$ cat src/rtl/procyon_retire_trace_pkg.sv
// Shared types for the retire/redirect trace capture block.
// PROCYON_RETIRE_TRACE_TIMESTAMP_EN adds a 16-bit cycle stamp to every entry.
package procyon_retire_trace_pkg;

  localparam int TRACE_DATA_WIDTH  = 32;
  localparam int TRACE_RDEST_WIDTH = 5;
  localparam int TRACE_CYCLE_WIDTH = 16;
  localparam int STATE_WIDTH       = 2;

  typedef enum logic [STATE_WIDTH-1:0] {
    ST_IDLE = 2'd0,
    ST_LOAD = 2'd1,
    ST_HOLD = 2'd2
  } trace_state_e;

  typedef struct packed {
    logic                         redirect;
    logic [TRACE_RDEST_WIDTH-1:0] rdest;
    logic [TRACE_DATA_WIDTH-1:0]  data;
`ifdef PROCYON_RETIRE_TRACE_TIMESTAMP_EN
    logic [TRACE_CYCLE_WIDTH-1:0] cycle;
`endif
  } trace_entry_t;

  function automatic logic is_pow2(input int n);
    return (n > 0) && ((n & (n - 1)) == 0);
  endfunction

endpackage

$ cat src/rtl/procyon_retire_trace_if.sv
// Core debug outputs into the trace block, and the display/stall signals back out.
// PROCYON_RETIRE_TRACE_TIMESTAMP_EN adds o_disp_cycle.
interface procyon_retire_trace_if #(
  parameter int DATA_WIDTH       = 32,
  parameter int REGMAP_IDX_WIDTH = 5,
  parameter int TRACE_DEPTH      = 8
);

  logic                          i_regmap_retire_en;
  logic [REGMAP_IDX_WIDTH-1:0]   i_regmap_retire_rdest;
  logic [DATA_WIDTH-1:0]         i_regmap_retire_data;
  logic                          i_rob_redirect;
  logic [DATA_WIDTH-1:0]         i_rob_redirect_addr;
  logic                          i_step;

  logic                          o_stall;
  logic                          o_overflow;
  logic [$clog2(TRACE_DEPTH):0]  o_count;
  logic                          o_disp_valid;
  logic                          o_disp_redirect;
  logic [REGMAP_IDX_WIDTH-1:0]   o_disp_rdest;
  logic [DATA_WIDTH-1:0]         o_disp_data;
`ifdef PROCYON_RETIRE_TRACE_TIMESTAMP_EN
  logic [15:0]                   o_disp_cycle;
`endif

  modport master (
`ifdef PROCYON_RETIRE_TRACE_TIMESTAMP_EN
    input  o_disp_cycle,
`endif
    output i_regmap_retire_en, i_regmap_retire_rdest, i_regmap_retire_data,
    output i_rob_redirect, i_rob_redirect_addr, i_step,
    input  o_stall, o_overflow, o_count, o_disp_valid,
    input  o_disp_redirect, o_disp_rdest, o_disp_data
  );

  modport slave (
`ifdef PROCYON_RETIRE_TRACE_TIMESTAMP_EN
    output o_disp_cycle,
`endif
    input  i_regmap_retire_en, i_regmap_retire_rdest, i_regmap_retire_data,
    input  i_rob_redirect, i_rob_redirect_addr, i_step,
    output o_stall, o_overflow, o_count, o_disp_valid,
    output o_disp_redirect, o_disp_rdest, o_disp_data
  );

endinterface

$ cat src/rtl/procyon_sync_fifo.sv
// Single-clock FIFO; a push into a full FIFO is accepted when a pop happens in the same cycle.
module procyon_sync_fifo #(
  parameter int WIDTH = 8,
  parameter int DEPTH = 8
) (
  input  logic                     clk,
  input  logic                     rst,
  input  logic                     push,
  input  logic                     pop,
  input  logic [WIDTH-1:0]         wdata,
  output logic [WIDTH-1:0]         rdata,
  output logic                     full,
  output logic                     empty,
  output logic [$clog2(DEPTH):0]   count
);

  localparam int IDX_W = $clog2(DEPTH);
  localparam int CNT_W = IDX_W + 1;

  logic [WIDTH-1:0] mem [DEPTH];
  logic [IDX_W-1:0] wr_ptr;
  logic [IDX_W-1:0] rd_ptr;
  logic [CNT_W-1:0] cnt;
  logic             do_push;
  logic             do_pop;

  assign full    = (cnt == CNT_W'(DEPTH));
  assign empty   = (cnt == '0);
  assign do_pop  = pop && !empty;
  assign do_push = push && (!full || do_pop);
  assign rdata   = mem[rd_ptr];
  assign count   = cnt;

  // NOTE: state registers use non-blocking (<=) so every flop samples pre-edge values.
  always_ff @(posedge clk) begin
    if (rst) begin
      wr_ptr <= '0;
      rd_ptr <= '0;
      cnt    <= '0;
    end else begin
      if (do_push) wr_ptr <= wr_ptr + IDX_W'(1);
      if (do_pop)  rd_ptr <= rd_ptr + IDX_W'(1);
      case ({do_push, do_pop})
        2'b10:   cnt <= cnt + CNT_W'(1);
        2'b01:   cnt <= cnt - CNT_W'(1);
        default: cnt <= cnt;
      endcase
    end
  end

  // NOTE: storage is left unreset; the pointers and count define which words are live.
  always_ff @(posedge clk) begin
    if (do_push) mem[wr_ptr] <= wdata;
  end

endmodule

$ cat src/rtl/procyon_retire_trace.sv
// Captures retired register writes and ROB redirects into a trace FIFO and steps them onto the display.
// PROCYON_RETIRE_TRACE_TIMESTAMP_EN stamps each entry with a 16-bit cycle count.
module procyon_retire_trace
  import procyon_retire_trace_pkg::*;
#(
  parameter int OPTN_DATA_WIDTH       = TRACE_DATA_WIDTH,
  parameter int OPTN_REGMAP_IDX_WIDTH = TRACE_RDEST_WIDTH,
  parameter int OPTN_TRACE_DEPTH      = 8
) (
  input  logic                    clk,
  input  logic                    rst,
  procyon_retire_trace_if.slave   bus
);

  localparam int CNT_W   = $clog2(OPTN_TRACE_DEPTH) + 1;
  localparam int ENTRY_W = $bits(trace_entry_t);

  // The entry layout lives in the package, so the widths must agree with it.
  if (OPTN_DATA_WIDTH != TRACE_DATA_WIDTH) begin : g_bad_data_width
    $error("procyon_retire_trace: OPTN_DATA_WIDTH must equal TRACE_DATA_WIDTH");
  end
  if (OPTN_REGMAP_IDX_WIDTH != TRACE_RDEST_WIDTH) begin : g_bad_rdest_width
    $error("procyon_retire_trace: OPTN_REGMAP_IDX_WIDTH must equal TRACE_RDEST_WIDTH");
  end
  if (!is_pow2(OPTN_TRACE_DEPTH) || OPTN_TRACE_DEPTH < 4) begin : g_bad_depth
    $error("procyon_retire_trace: OPTN_TRACE_DEPTH must be a power of two >= 4");
  end

  trace_entry_t                     push_entry;
  trace_entry_t                     head_entry;
  trace_state_e                     state;
  logic                             push_req;
  logic                             push_ok;
  logic                             pop;
  logic                             full;
  logic                             empty;
  logic [CNT_W-1:0]                 count;
  logic [CNT_W-1:0]                 count_next;
  logic                             overflow;
  logic                             disp_valid;
  logic                             disp_redirect;
  logic [OPTN_REGMAP_IDX_WIDTH-1:0] disp_rdest;
  logic [OPTN_DATA_WIDTH-1:0]       disp_data;
`ifdef PROCYON_RETIRE_TRACE_TIMESTAMP_EN
  logic [TRACE_CYCLE_WIDTH-1:0]     cycle_cnt;
  logic [TRACE_CYCLE_WIDTH-1:0]     disp_cycle;
`endif

  // A combined retire+redirect keeps the retire payload and only flags the redirect.
  // NOTE: every field gets a default first so always_comb never holds a value (no latch).
  always_comb begin
    push_entry          = '0;
    push_entry.redirect = bus.i_rob_redirect;
    push_entry.rdest    = bus.i_regmap_retire_en ? bus.i_regmap_retire_rdest : '0;
    push_entry.data     = bus.i_regmap_retire_en ? bus.i_regmap_retire_data
                                                 : bus.i_rob_redirect_addr;
`ifdef PROCYON_RETIRE_TRACE_TIMESTAMP_EN
    push_entry.cycle    = cycle_cnt;
`endif
  end

  assign push_req   = bus.i_regmap_retire_en || bus.i_rob_redirect;
  assign pop        = (state == ST_HOLD) && bus.i_step && !empty;
  assign push_ok    = push_req && (!full || pop);
  assign count_next = count + CNT_W'(push_ok) - CNT_W'(pop);

  procyon_sync_fifo #(
    .WIDTH (ENTRY_W),
    .DEPTH (OPTN_TRACE_DEPTH)
  ) u_fifo (
    .clk   (clk),
    .rst   (rst),
    .push  (push_req),
    .pop   (pop),
    .wdata (push_entry),
    .rdata (head_entry),
    .full  (full),
    .empty (empty),
    .count (count)
  );

  // Looking at count_next lets a push into an idle, empty FIFO reach the display two cycles later.
  always_ff @(posedge clk) begin
    if (rst) begin
      state         <= ST_IDLE;
      overflow      <= 1'b0;
      disp_valid    <= 1'b0;
      disp_redirect <= 1'b0;
      disp_rdest    <= '0;
      disp_data     <= '0;
`ifdef PROCYON_RETIRE_TRACE_TIMESTAMP_EN
      disp_cycle    <= '0;
`endif
    end else begin
      if (push_req && !push_ok) overflow <= 1'b1;
      case (state)
        ST_IDLE: begin
          if (count_next != '0) state <= ST_LOAD;
        end
        ST_LOAD: begin
          disp_redirect <= head_entry.redirect;
          disp_rdest    <= head_entry.rdest;
          disp_data     <= head_entry.data;
`ifdef PROCYON_RETIRE_TRACE_TIMESTAMP_EN
          disp_cycle    <= head_entry.cycle;
`endif
          disp_valid    <= 1'b1;
          state         <= ST_HOLD;
        end
        ST_HOLD: begin
          if (bus.i_step) begin
            disp_valid <= 1'b0;
            state      <= (count_next != '0) ? ST_LOAD : ST_IDLE;
          end
        end
        default: state <= ST_IDLE;
      endcase
    end
  end

`ifdef PROCYON_RETIRE_TRACE_TIMESTAMP_EN
  always_ff @(posedge clk) begin
    if (rst) cycle_cnt <= '0;
    else     cycle_cnt <= cycle_cnt + TRACE_CYCLE_WIDTH'(1);
  end

  assign bus.o_disp_cycle = disp_cycle;
`endif

  // The core sees o_stall a cycle late, so asserting one short of full leaves room for that push.
  assign bus.o_stall         = (count >= CNT_W'(OPTN_TRACE_DEPTH - 1));
  assign bus.o_overflow      = overflow;
  assign bus.o_count         = count;
  assign bus.o_disp_valid    = disp_valid;
  assign bus.o_disp_redirect = disp_redirect;
  assign bus.o_disp_rdest    = disp_rdest;
  assign bus.o_disp_data     = disp_data;

endmodule

$ cat src/flat_wrapper.sv
// flat-port wrapper written by rule: the top's interface ports become plain ports
module procyon_retire_trace_flat import procyon_retire_trace_pkg::*;
#(
  parameter int OPTN_DATA_WIDTH       = TRACE_DATA_WIDTH,
  parameter int OPTN_REGMAP_IDX_WIDTH = TRACE_RDEST_WIDTH,
  parameter int OPTN_TRACE_DEPTH      = 8
)
  (clk, rst, bus_i_regmap_retire_en, bus_i_regmap_retire_rdest, bus_i_regmap_retire_data, bus_i_rob_redirect, bus_i_rob_redirect_addr, bus_i_step, bus_o_stall, bus_o_overflow, bus_o_count, bus_o_disp_valid, bus_o_disp_redirect, bus_o_disp_rdest, bus_o_disp_data);
  procyon_retire_trace_if #(.DATA_WIDTH((32)), .REGMAP_IDX_WIDTH((5)), .TRACE_DEPTH((8))) bus_i ();
  input  logic clk;
  input  logic rst;
  input wire logic [$bits(bus_i.i_regmap_retire_en)-1:0] bus_i_regmap_retire_en;
  input wire logic [$bits(bus_i.i_regmap_retire_rdest)-1:0] bus_i_regmap_retire_rdest;
  input wire logic [$bits(bus_i.i_regmap_retire_data)-1:0] bus_i_regmap_retire_data;
  input wire logic [$bits(bus_i.i_rob_redirect)-1:0] bus_i_rob_redirect;
  input wire logic [$bits(bus_i.i_rob_redirect_addr)-1:0] bus_i_rob_redirect_addr;
  input wire logic [$bits(bus_i.i_step)-1:0] bus_i_step;
  output wire logic [$bits(bus_i.o_stall)-1:0] bus_o_stall;
  output wire logic [$bits(bus_i.o_overflow)-1:0] bus_o_overflow;
  output wire logic [$bits(bus_i.o_count)-1:0] bus_o_count;
  output wire logic [$bits(bus_i.o_disp_valid)-1:0] bus_o_disp_valid;
  output wire logic [$bits(bus_i.o_disp_redirect)-1:0] bus_o_disp_redirect;
  output wire logic [$bits(bus_i.o_disp_rdest)-1:0] bus_o_disp_rdest;
  output wire logic [$bits(bus_i.o_disp_data)-1:0] bus_o_disp_data;
  assign bus_i.i_regmap_retire_en = bus_i_regmap_retire_en;
  assign bus_i.i_regmap_retire_rdest = bus_i_regmap_retire_rdest;
  assign bus_i.i_regmap_retire_data = bus_i_regmap_retire_data;
  assign bus_i.i_rob_redirect = bus_i_rob_redirect;
  assign bus_i.i_rob_redirect_addr = bus_i_rob_redirect_addr;
  assign bus_i.i_step = bus_i_step;
  assign bus_o_stall = bus_i.o_stall;
  assign bus_o_overflow = bus_i.o_overflow;
  assign bus_o_count = bus_i.o_count;
  assign bus_o_disp_valid = bus_i.o_disp_valid;
  assign bus_o_disp_redirect = bus_i.o_disp_redirect;
  assign bus_o_disp_rdest = bus_i.o_disp_rdest;
  assign bus_o_disp_data = bus_i.o_disp_data;
  procyon_retire_trace #(.OPTN_DATA_WIDTH(OPTN_DATA_WIDTH), .OPTN_REGMAP_IDX_WIDTH(OPTN_REGMAP_IDX_WIDTH), .OPTN_TRACE_DEPTH(OPTN_TRACE_DEPTH)) u_core (.clk(clk), .rst(rst), .bus(bus_i));
endmodule
$ cat config.mk
export PLATFORM = sky130hd
export DESIGN_NAME = procyon_retire_trace_flat
export DESIGN_NICKNAME = d
export VERILOG_FILES = /design/src/rtl/procyon_retire_trace_pkg.sv /design/src/rtl/procyon_retire_trace_if.sv /design/src/rtl/procyon_sync_fifo.sv /design/src/rtl/procyon_retire_trace.sv /design/src/flat_wrapper.sv
export SDC_FILE = /design/constraint.sdc
export NUM_CORES = 1
export LEC_CHECK = 0
export CELL_PAD_IN_SITES_DETAIL_PLACEMENT = 1
export CELL_PAD_IN_SITES_GLOBAL_PLACEMENT = 2
export CORE_MARGIN = 4
export CORE_UTILIZATION = 39
export DETAILED_ROUTE_END_ITERATION = 6
export GPL_TIMING_DRIVEN = 0
export PLACE_DENSITY = 0.85
export REMOVE_ABC_BUFFERS = 1
export SKIP_LAST_GASP = 1
export SLEW_MARGIN = 40
export SYNTH_ARGS = -nofsm -noshare
export SYNTH_HDL_FRONTEND = slang
export SYNTH_SLANG_ARGS = --single-unit
$ cat constraint.sdc
create_clock -name clk -period 6.4 [get_ports clk]
set_input_delay 1.6 -clock clk [delete_from_list [all_inputs] [get_ports clk]]
set_output_delay 1.6 -clock clk [all_outputs]
set_load 0.05 [all_outputs]
==> metrics.txt <==
status finished, final reports clean; Mapped Area 14000 um2; register area share after synthesis 72.4%; period utilization 64.1%; Unique masters post-synth 46; worst slew pin tran 614 ps; core area 35600 um2; Crit-path slowest cell clkdlybuf4s50_1; fin nets 1061; GP Congestion 0.680; crit path launch type input port; DRT Wirelength 33.4 mm; Critical Path Stages 12; EDFF count, synth 304; HP Class flip-flop to flip-flop; vias in the first global route approximately 8500; CTS tree done; max-slew violation total from the final report 0; largest cells by area after synthesis edfxtp_1, mux2_2, dfxtp_1; via count 7683; worst reg-to-reg setup slack between 3000 and 4000 ps; Synth top cells by count edfxtp_1, mux2_2, nor2_1; Tmin final ~4000 ps; RSZ-0062 raised after global routing no; kind of critical path input port to flip-flop; gr usage total 17.2%; Longest Clk Path Bufs 3; worst-path cell chain clkdlybuf4s50_1 -> nor2_1 -> nand3_2 -> inv_2 -> nor2_1 -> inv_1 -> ha_1 -> inv_1 -> fa_1 -> xnor2_1 -> nor3b_1 -> a2111oi_0; Post-synth top flop edfxtp_1; Sw Pwr 1.39 mW; Power Internal 4.44 mW; Critical R2R Capture u_core.u_fifo.mem[4][26]; CTS root buf clkbuf_16; drt pass-1 iters 5; worst-path maximum fanout 10; Congestion Overflow GR 0; design area 17600 um2; Hold Crit Start u_core.bus.o_disp_data[20]; most common cell in the synthesized netlist edfxtp_1; Final TNS setup 0 ps; layout cells sized above 1 28.5%; Synth async-reset ratio 0%; Hold Path Depth 2; Max VDD drop 0.181 mV; WHS 456 ps; Switching Share 23.9%; CP endpoint kind flip-flop; clock network power share 40.1%; Cell Pwr Density 331 nW/um2; Wirelength per Cell 22.8 um; crit path buf inv count 4; Crit path max-delay family simple AND/OR/NAND/NOR gates; Yosys top cell area share between 60 and 70%; TritonCTS Buffers 37; Combinational Power Share between 10% and 20%; Synth Instances 805; Rel. slew slack 58.9%; cts hold-fix bufs 0; hold worst-path end u_core.bus.o_disp_data[20]; Horiz. Die Dim 198 um; Via-to-Cell Ratio 5.25; CTS Sinks approximately 360; Port Buf Inserts 118; setup bufs post-CTS 0; die area 39100 um2; Peak Freq 0.244 GHz; post_cts resized 0; R2R Path Start u_core.u_fifo.count[2]; Max-Cap Viols 0; row cnt 69; number of diodes 0; final number of setup-violating endpoints 0; Syn Area/Cell 17.4 um2; yosys warns 0; Seq cells post-synth between 300 and 400; placed inst area 16300 um2; H-tree depth 2; clock latency at the later pin of the worst-skew pair 530 ps; DRC viols 0; largest net degree at the start of global routing 34; Area Growth Syn to Fin 25.5%; post-route antenna net violation count 0; first-pass GRT wire length slightly above 50 mm; Worst Skew approximately 17 ps; Total Power 5.83 mW; CTS clk-pin slew, worst paths 60 ps; R2R depth 8; crit path DAT 4510 ps; Reg power frac 47.2%; # IOs between 100 and 150; Initial Utilization 39.5%; critical path's largest stage delay 590 ps; final core occ 49.5%; cell taking the most area after synthesis edfxtp_1; worst path required time 6810 ps; Pleak 5.88 nW; HPWL after DPL 22.5 mm; DIE HEIGHT around 200 um; Iter 0 DRT Violations 466; initial antenna violation count 2; final hold vios 0
## placed cells by master, fill, tap and decap left out, types with 4 or more instances in the layout
cell and n:
nor2_1 50, clkdlybuf4s50_1 116, ha_1 10, nand2b_1 4
inv_1 9, buf_12 8, buf_8 4, nand3_1 5
dfxtp_1 49, o31ai_1 36, a21oi_1 7, xnor2_1 4
mux4_2 40, nand2_1 43, bufinv_16 8, edfxtp_1 304
clkinv_2 8, mux2_2 105, mux2i_1 6, clkbuf_16 39
clkbuf_1 4, nor3_2 5, buf_16 6, buf_4 11
o22ai_1 36, buf_2 30, and2_1 5
## cell type report
type / count / area [um2]
clock buffers: 45 / 1020
clock inverters: 22 / 328
fillers: 3389 / 18000
inverters: 10 / 37.5
multi-input cells: 395 / 3700
flip-flops and latches: 356 / 10200
well taps: 461 / 577
repair buffers: 175 / 1780
## power groups by stage
stage	sequential, mW	clock (mW)	combinational [mW]
3_3_place_gp	2.82	0	0.676
5_1_grt	2.77	2.50	0.794
2_1_floorplan	2.95	0	0.275
6_report	2.75	2.34	0.741
4_1_cts	2.76	2.38	0.756
3_5_place_dp	2.80	0	0.751
## worst reg2reg max path: stages, from the launching register on
cell      delay, ps
dfxtp_1         420
inv_1           110
ha_1            250
o211ai_2        300
nand3b_1        370
nor3_2          530
buf_2           300
buf_2           200
buf_2           240
## cell families after synthesis
kind of cell / after synthesis / share of synthesized area (%)
buf+inv: 54 / 1.86
flops: 356 / 72.4
mux: 152 / 15.3
compound gates: 94 / 4.69
simple gates: 132 / 4.19
xor+xnor: 5 / 0.312
fa+ha+maj: 12 / 1.18
## metal layers
| layer | GRT usage (%) | up-vias | part of all wire, % |
|---|---|---|---|
| met2 | 31.7 | 148 | 54 |
| met5 | 0 | - | 0.039 |
| met4 | 3.75 | 2 | 2.1 |
| met1 | 20.7 | 3979 | 39 |
| li1 | - | 3502 | - |
| met3 | 3.64 | 52 | 4.7 |
## sequential cells by signal, indices dropped and copies added, names as in the netlist
register,flops
u_core.bus.o_disp_valid,1
u_core.u_fifo.rd_ptr,3
u_core.u_fifo.wr_ptr,3
u_core.bus.o_disp_redirect,1
u_core.u_fifo.count,4
u_core.state,2
u_core.bus.o_disp_rdest,5
u_core.bus.o_disp_data,32
u_core.bus.o_overflow,1
u_core.u_fifo.mem,304
## metrics by stage
step	worst slack, ps	cells
2_1_floorplan	190	761
3_3_place_gp	-5520	1340
3_5_place_dp	1710	1397
4_1_cts	2260	1464
5_1_grt	1920	1464
6_report	2300	1464
## worst max-delay path by stage
stage / from / endpoint
2_1_floorplan: bus_i_step / u_core.u_fifo.mem[0][0]
3_3_place_gp: bus_i_regmap_retire_en / u_core.u_fifo.mem[0][13]
3_5_place_dp: bus_i_rob_redirect / u_core.state[0]
4_1_cts: bus_i_rob_redirect / u_core.state[0]
5_1_grt: bus_i_rob_redirect / u_core.state[0]
6_report: bus_i_rob_redirect / u_core.state[0]
Note: power is estimated with default switching activity, not from simulation.
